$ cat src/rtl/missile_launch_sequencer_pkg.sv
// Shared definitions for the launch sequencer: FSM state encodings, default
// phase timings and small saturating/phase-length helpers.
package missile_launch_sequencer_pkg;

  typedef enum logic [2:0] {
    LS_IDLE     = 3'd0,
    LS_ARM      = 3'd1,
    LS_WAIT_ACK = 3'd2,
    LS_IGNITE   = 3'd3,
    LS_COOLDOWN = 3'd4,
    LS_FAULT    = 3'd5
  } ls_state_e;

  localparam int unsigned DEF_ARM_CYCLES      = 4;
  localparam int unsigned DEF_ACK_TIMEOUT     = 16;
  localparam int unsigned DEF_IGNITE_CYCLES   = 2;
  localparam int unsigned DEF_COOLDOWN_CYCLES = 8;

  // Phase timer width; every phase length must fit in 1..2**TIMER_W cycles.
  localparam int TIMER_W = 8;
  localparam int CNT_W   = 4;

  function automatic logic [CNT_W-1:0] satInc(input logic [CNT_W-1:0] v);
    return (v == {CNT_W{1'b1}}) ? v : v + 1'b1;
  endfunction

  // A phase of n cycles loads n-1 so that done rises in its final cycle.
  function automatic logic [TIMER_W-1:0] phaseLen(input int unsigned n);
    return (n > 0) ? TIMER_W'(n - 1) : '0;
  endfunction

endpackage

$ cat src/rtl/missile_launch_sequencer_seq_timer.sv
// seq_timer: loadable down-counter that flags the last cycle of a phase.
// It stops at zero, so done stays high until the next load.
module missile_launch_sequencer_seq_timer #(
  parameter int WIDTH = 8
) (
  input  logic             clk,
  input  logic             rst,
  input  logic             load_i,
  input  logic [WIDTH-1:0] load_val_i,
  output logic             done_o
);

  logic [WIDTH-1:0] cnt_q, cnt_d;

  always_comb begin
    cnt_d = cnt_q;
    if (load_i) begin
      cnt_d = load_val_i;
    end else if (cnt_q != '0) begin
      cnt_d = cnt_q - 1'b1;
    end
  end

  always_ff @(posedge clk or posedge rst) begin
    if (rst) begin
      cnt_q <= '0;
    end else begin
      cnt_q <= cnt_d;
    end
  end

  assign done_o = (cnt_q == '0);

endmodule

$ cat src/rtl/missile_launch_sequencer.sv
// Launch sequencer: arms the selected rail, waits for its ack, fires the
// ignite pulse, lets the rail settle, then steps to the next rail.
module missile_launch_sequencer
  import missile_launch_sequencer_pkg::*;
#(
  parameter int unsigned ARM_CYCLES      = DEF_ARM_CYCLES,
  parameter int unsigned ACK_TIMEOUT     = DEF_ACK_TIMEOUT,
  parameter int unsigned IGNITE_CYCLES   = DEF_IGNITE_CYCLES,
  parameter int unsigned COOLDOWN_CYCLES = DEF_COOLDOWN_CYCLES
) (
  input  logic             clk,
  input  logic             rst,
  input  logic             launch_missile,
  input  logic             missile_ready_ack,
  input  logic             abort_command,
  output logic [2:0]       pylon_index,
  output logic             arm_pylon,
  output logic             ignite,
  output logic             seq_busy,
  output logic             fault,
  output logic [CNT_W-1:0] launches_completed,
  output logic [CNT_W-1:0] dropped_launches,
  output logic [2:0]       LS_state
);

  ls_state_e        state_q, state_d;
  logic             pending_q, pending_d;
  logic             ack_q;
  logic [2:0]       pylon_q, pylon_d;
  logic [CNT_W-1:0] launches_q, launches_d;
  logic [CNT_W-1:0] dropped_q, dropped_d;
  logic             arm_q, ignite_q, busy_q, fault_q;
  logic             drop;
  logic             timer_load, timer_done;
  logic [TIMER_W-1:0] timer_load_val;

  always_comb begin
    state_d    = state_q;
    pending_d  = pending_q;
    pylon_d    = pylon_q;
    launches_d = launches_q;
    dropped_d  = dropped_q;
    drop       = 1'b0;

    case (state_q)
      LS_IDLE: begin
        if (launch_missile) begin
          if (abort_command) begin
            drop = 1'b1;
          end else begin
            state_d = LS_ARM;
          end
        end
      end
      LS_ARM: begin
        if (timer_done) state_d = LS_WAIT_ACK;
      end
      LS_WAIT_ACK: begin
        if (ack_q) begin
          state_d = LS_IGNITE;
        end else if (timer_done) begin
          state_d = LS_FAULT;
        end
      end
      LS_IGNITE: begin
        if (timer_done) state_d = LS_COOLDOWN;
      end
      LS_COOLDOWN: begin
        if (timer_done) begin
          state_d = (pending_q || launch_missile) ? LS_ARM : LS_IDLE;
        end
      end
      LS_FAULT: begin
        if (launch_missile) drop = 1'b1;
      end
      default: state_d = LS_IDLE;
    endcase

    // Requests arriving mid-sequence queue one deep; any extra is discarded.
    if (launch_missile &&
        (state_q inside {LS_ARM, LS_WAIT_ACK, LS_IGNITE, LS_COOLDOWN})) begin
      if (pending_q) begin
        drop = 1'b1;
      end else begin
        pending_d = 1'b1;
      end
    end

    if (state_q == LS_COOLDOWN && state_d == LS_ARM) pending_d = 1'b0;

    if (abort_command && state_q != LS_IDLE) begin
      state_d   = LS_IDLE;
      pending_d = 1'b0;
      if (launch_missile) drop = 1'b1;
    end

    if (state_q == LS_IGNITE && state_d == LS_COOLDOWN) begin
      pylon_d    = pylon_q + 3'd1;
      launches_d = satInc(launches_q);
    end

    if (drop) dropped_d = satInc(dropped_q);
  end

  always_comb begin
    timer_load_val = '0;
    case (state_d)
      LS_ARM:      timer_load_val = phaseLen(ARM_CYCLES);
      LS_WAIT_ACK: timer_load_val = phaseLen(ACK_TIMEOUT);
      LS_IGNITE:   timer_load_val = phaseLen(IGNITE_CYCLES);
      LS_COOLDOWN: timer_load_val = phaseLen(COOLDOWN_CYCLES);
      default:     timer_load_val = '0;
    endcase
  end

  assign timer_load = (state_d != state_q);

  missile_launch_sequencer_seq_timer #(
    .WIDTH (TIMER_W)
  ) u_seq_timer (
    .clk        (clk),
    .rst        (rst),
    .load_i     (timer_load),
    .load_val_i (timer_load_val),
    .done_o     (timer_done)
  );

  // Strobes are registered from the next state so they line up with LS_state;
  // ack is only captured while waiting, which makes ARM blind to it.
  always_ff @(posedge clk or posedge rst) begin
    if (rst) begin
      state_q    <= LS_IDLE;
      pending_q  <= 1'b0;
      ack_q      <= 1'b0;
      pylon_q    <= '0;
      launches_q <= '0;
      dropped_q  <= '0;
      arm_q      <= 1'b0;
      ignite_q   <= 1'b0;
      busy_q     <= 1'b0;
      fault_q    <= 1'b0;
    end else begin
      state_q    <= state_d;
      pending_q  <= pending_d;
      ack_q      <= missile_ready_ack && (state_q == LS_WAIT_ACK);
      pylon_q    <= pylon_d;
      launches_q <= launches_d;
      dropped_q  <= dropped_d;
      arm_q      <= state_d inside {LS_ARM, LS_WAIT_ACK, LS_IGNITE};
      ignite_q   <= (state_d == LS_IGNITE);
      busy_q     <= (state_d != LS_IDLE);
      fault_q    <= (state_d == LS_FAULT);
    end
  end

  assign pylon_index        = pylon_q;
  assign arm_pylon          = arm_q;
  assign ignite             = ignite_q;
  assign seq_busy           = busy_q;
  assign fault              = fault_q;
  assign launches_completed = launches_q;
  assign dropped_launches   = dropped_q;
  assign LS_state           = state_q;

endmodule

$ cat config.mk
export PLATFORM = sky130hd
export DESIGN_NAME = missile_launch_sequencer
export DESIGN_NICKNAME = d
export VERILOG_FILES = /design/src/rtl/missile_launch_sequencer_pkg.sv /design/src/rtl/missile_launch_sequencer_seq_timer.sv /design/src/rtl/missile_launch_sequencer.sv
export SDC_FILE = /design/constraint.sdc
export NUM_CORES = 1
export LEC_CHECK = 0
export BUFFER_PORTS_ARGS = -buffer_cell sky130_fd_sc_hd__buf_2
export CAP_MARGIN = 20
export CORE_UTILIZATION = 45
export CTS_BUF_LIST = sky130_fd_sc_hd__clkbuf_8
export CTS_CLUSTER_DIAMETER = 80
export CTS_CLUSTER_SIZE = 28
export DETAILED_ROUTE_END_ITERATION = 8
export PLACE_DENSITY = 0.68
export SYNTH_ARGS = -nofsm -noshare
export SYNTH_HDL_FRONTEND = slang
export SYNTH_SLANG_ARGS = --single-unit
$ cat constraint.sdc
create_clock -name clk -period 3.95 [get_ports clk]
set_input_delay 0.395 -clock clk [delete_from_list [all_inputs] [get_ports clk]]
set_output_delay 0.395 -clock clk [all_outputs]
set_load 0.02 [all_outputs]
==> impl_metrics.yaml <==
drt:
  via_per_inst: 5.59
  drt-total-wl_um: 3230
  drtIter0Drc: 43
  drcViolationCount: 0
  vias: 1314
  first_pass_iters: 4
  ant_nets: 0
  avgRoutedWirePerCell_um: 13.8
place:
  place_congestion: 0.846
  port_buffers: 22
  place_inst: 230
  placed_cell_area_mm2: 0.00173
  hpwl_um: 2360
logic_synthesis:
  yosysTopAreaCell: "dfrtp_1"
  ys_async_sr_fraction_pct: 100
  synthCells: 168
  synth_warnings: 0
  yosysUniqueCellTypes: 44
  synthTopCellsByArea: "dfrtp_1 44%, ha_1 4.0%, nand2_1 3.8%"
  syn_nets: 178
  synth_area_per_cell_um2: 9.42
  syn-cell-area_mm2: 0.00158
  synth_edf_count: 0
  ys_seq_area_share_pct: 44.3
  synth_ff_type: "dfrtp_1"
  synth-seq-cells: 28
  synth_top_area_share_pct: 44.3
timing:
  setup_tns_ns: 0
  maxSlewHeadroom_pct: 60.3
  hold_viol_final: 0
  slew_viol_final: 0
  fin_crit_sh_pct: 65.2
  rsz0062_at_grt: "no"
  setup_viol: 0
  clock_skew_ns: 0.00415
  hold_slack_ns: 0.0119
  min_period_ns: 2.57
  clock.fmax_mhz: 388
  tightest_slew_ns: 0.590
finish:
  drive_gt1_share_pct: 20.1
  final_cell_mix: "28 x dfrtp_1, 22 x buf_2, 16 x nand2_1, 16 x nor2_1, 9 x a21oi_1"
  instances_no_fill: 235
  final_nets: 200
  final_common_cell: "dfrtp_1"
  area_growth_pct: 15.4
  diodes: 0
  finalInstanceArea_mm2: 0.00183
cts:
  worstSkewPairLatency_ns: 0.27
  hold_buffers: 0
  post-cts-setup-buffers: 0
  cts_buffer_depth: 2
  path_clk_slew_ns: 0.10
  cts.sinks: 28
  numCtsBuffers: 3
  cts_tree: "done"
  cts_resized: 0
  root_buffer: "clkbuf_8"
  h-tree-depth: 1
power_and_ir_drop:
  switching_share_pct: 42.5
  power_frac_clock_pct: 16.7
  comb_power_share_pct: 47.6
  internal_power_uw: 783
  p_sw_uw: 578
  powerDensity_mw_per_mm2: 745
  pwr-share-seq_pct: 35.7
  ir_worst_vdd_uv: 320
  p_leak_uw: 0.000860
grt:
  antenna_found_initial: 0
  grt_pass1_vias: 1130
  grtUsageTotal_pct: 18.8
  grt_pass1_wl_um: 5180
  grt_max_degree: 29
  overflow: 0
worst_setup_path:
  crit_path_end_kind: "register"
  cp_max_fo: 7
  slowest_stage: "or3b_2"
  required_ns: 4.15
  path_cells: "inv_1 -> ha_1 -> or3b_2 -> o21ai_1 -> nand4_1 -> o21ai_2 -> mux2i_2 -> mux2i_1"
  worst_ep_arrival_time_ns: 2.78
  cp_slowest_stage_delay_ns: 0.51
  start_kind: "register"
  r2r_setup_slack_ns: 1.38
  worstSetupPathType: "reg2reg"
outcome:
  run_status: "finished clean"
die:
  num_rows: 21
  die_w_um: 61.3
  coreArea_mm2: 0.00336
  die_area_mm2: 0.00376
  initial_core_util_pct: 47.1
  die-height_um: 61.3
  io_pins: 23
job:
  drv_cap: 0
hold_path:
  hold_class: "in2async"
-- per-layer routing --
layer | track usage (%) | share of wire [%] | vias to the layer above
li1 | - | - | 648
met1 | 26.1 | 46 | 621
met2 | 28.0 | 46 | 39
met3 | 3.78 | 5.5 | 6
met4 | 9.42 | 1.6 | 0
met5 | 0 | 0 | -
-- final cells by class --
type                       count  area, µm²
inverter                       7       26.3
sequential                    28        701
clock buffer                   3       41.3
fill                         331       1540
clock inverter                 1       30.0
timing repair buffer          23        138
multi-input combinational    127        833
tap                           46       57.6
-- metrics by stage --
stage               utilization [%]  total power, µW  setup WS (ns)
floorplan                         -              976           1.68
CTS                            53.5             1360           1.39
global route                   54.3             1470           1.20
finish                         54.3             1360           1.38
global placement               51.4             1110           1.45
detailed placement             51.4             1130           1.42
-- state kept, by name (all words and copies together) (netlist names) --
register and count:
pylon_index 3, seq_busy 1, fault 1, dropped_launches 4, ack_q 1, pending_q 1, launches_completed 4, arm_pylon 1
LS_state 3, ignite 1, u_seq_timer.cnt_q 8
-- power groups by stage --
stage                     logic, µW  clock network [µW]  registers, µW
after floorplan                 464                   0            513
after global placement          623                   0            486
after detailed placement        642                   0            489
after CTS                       647                 233            484
after global routing            726                 244            500
final                           648                 227            486
-- cells by family (layout without fill, tap and decap cells) --
group | count (synthesis) | in the layout | share of synthesized area, %
flops | 28 | 28 | 44.3
compound gates | 32 | 32 | 13.2
simple gates | 73 | 73 | 24.9
mux | 7 | 7 | 4.98
buf+inv | 13 | 34 | 3.08
fa+ha+maj | 6 | 6 | 4.59
xor+xnor | 9 | 9 | 4.98
-- cells in the mapped netlist, drive strengths merged (3+ instances only) --
| cell type | number |
|---|---|
| a211oi | 4 |
| xnor2 | 5 |
| ha | 5 |
| nand2 | 16 |
| nand2b | 3 |
| clkbuf | 6 |
| nor2 | 17 |
| mux2i | 3 |
| xor2 | 4 |
| nor3b | 4 |
| nand3 | 4 |
| nor3 | 7 |
| nor2b | 4 |
| o21ai | 6 |
| a21oi | 9 |
| inv | 7 |
| and2 | 4 |
| mux2 | 4 |
| and3 | 3 |
| dfrtp | 28 |
-- critical path, delay by kind of cell (launching register included) --
kind / cells / cell delay, ns
adders and majority gates: 1 / 0.17
buffers and inverters: 1 / 0.09
and+or+nand+nor: 2 / 0.67
AOI/OAI and AO/OA: 2 / 0.43
DFF: 1 / 0.42
muxes: 2 / 0.72
-- path summary, 6_finish.rpt --
kind                                                  startpoint                           endpoint  depth (start not counted)
worst max register to register  u_seq_timer.cnt_q[0]$_DFFE_PP0P_   u_seq_timer.cnt_q[2]$_DFFE_PP0P_                          8
min in group clk                               missile_ready_ack                    ack_q$_DFF_PP0_                          2
worst min-delay path                                         rst         pylon_index[1]$_DFFE_PP0P_                          2
max in group asynchronous                                    rst  launches_completed[2]$_DFFE_PP0P_                          3
worst min register to register        pylon_index[2]$_DFFE_PP0P_         pylon_index[2]$_DFFE_PP0P_                          1
worst max-delay path            u_seq_timer.cnt_q[0]$_DFFE_PP0P_   u_seq_timer.cnt_q[2]$_DFFE_PP0P_                          8
Note: power is estimated with default switching activity, not from simulation.
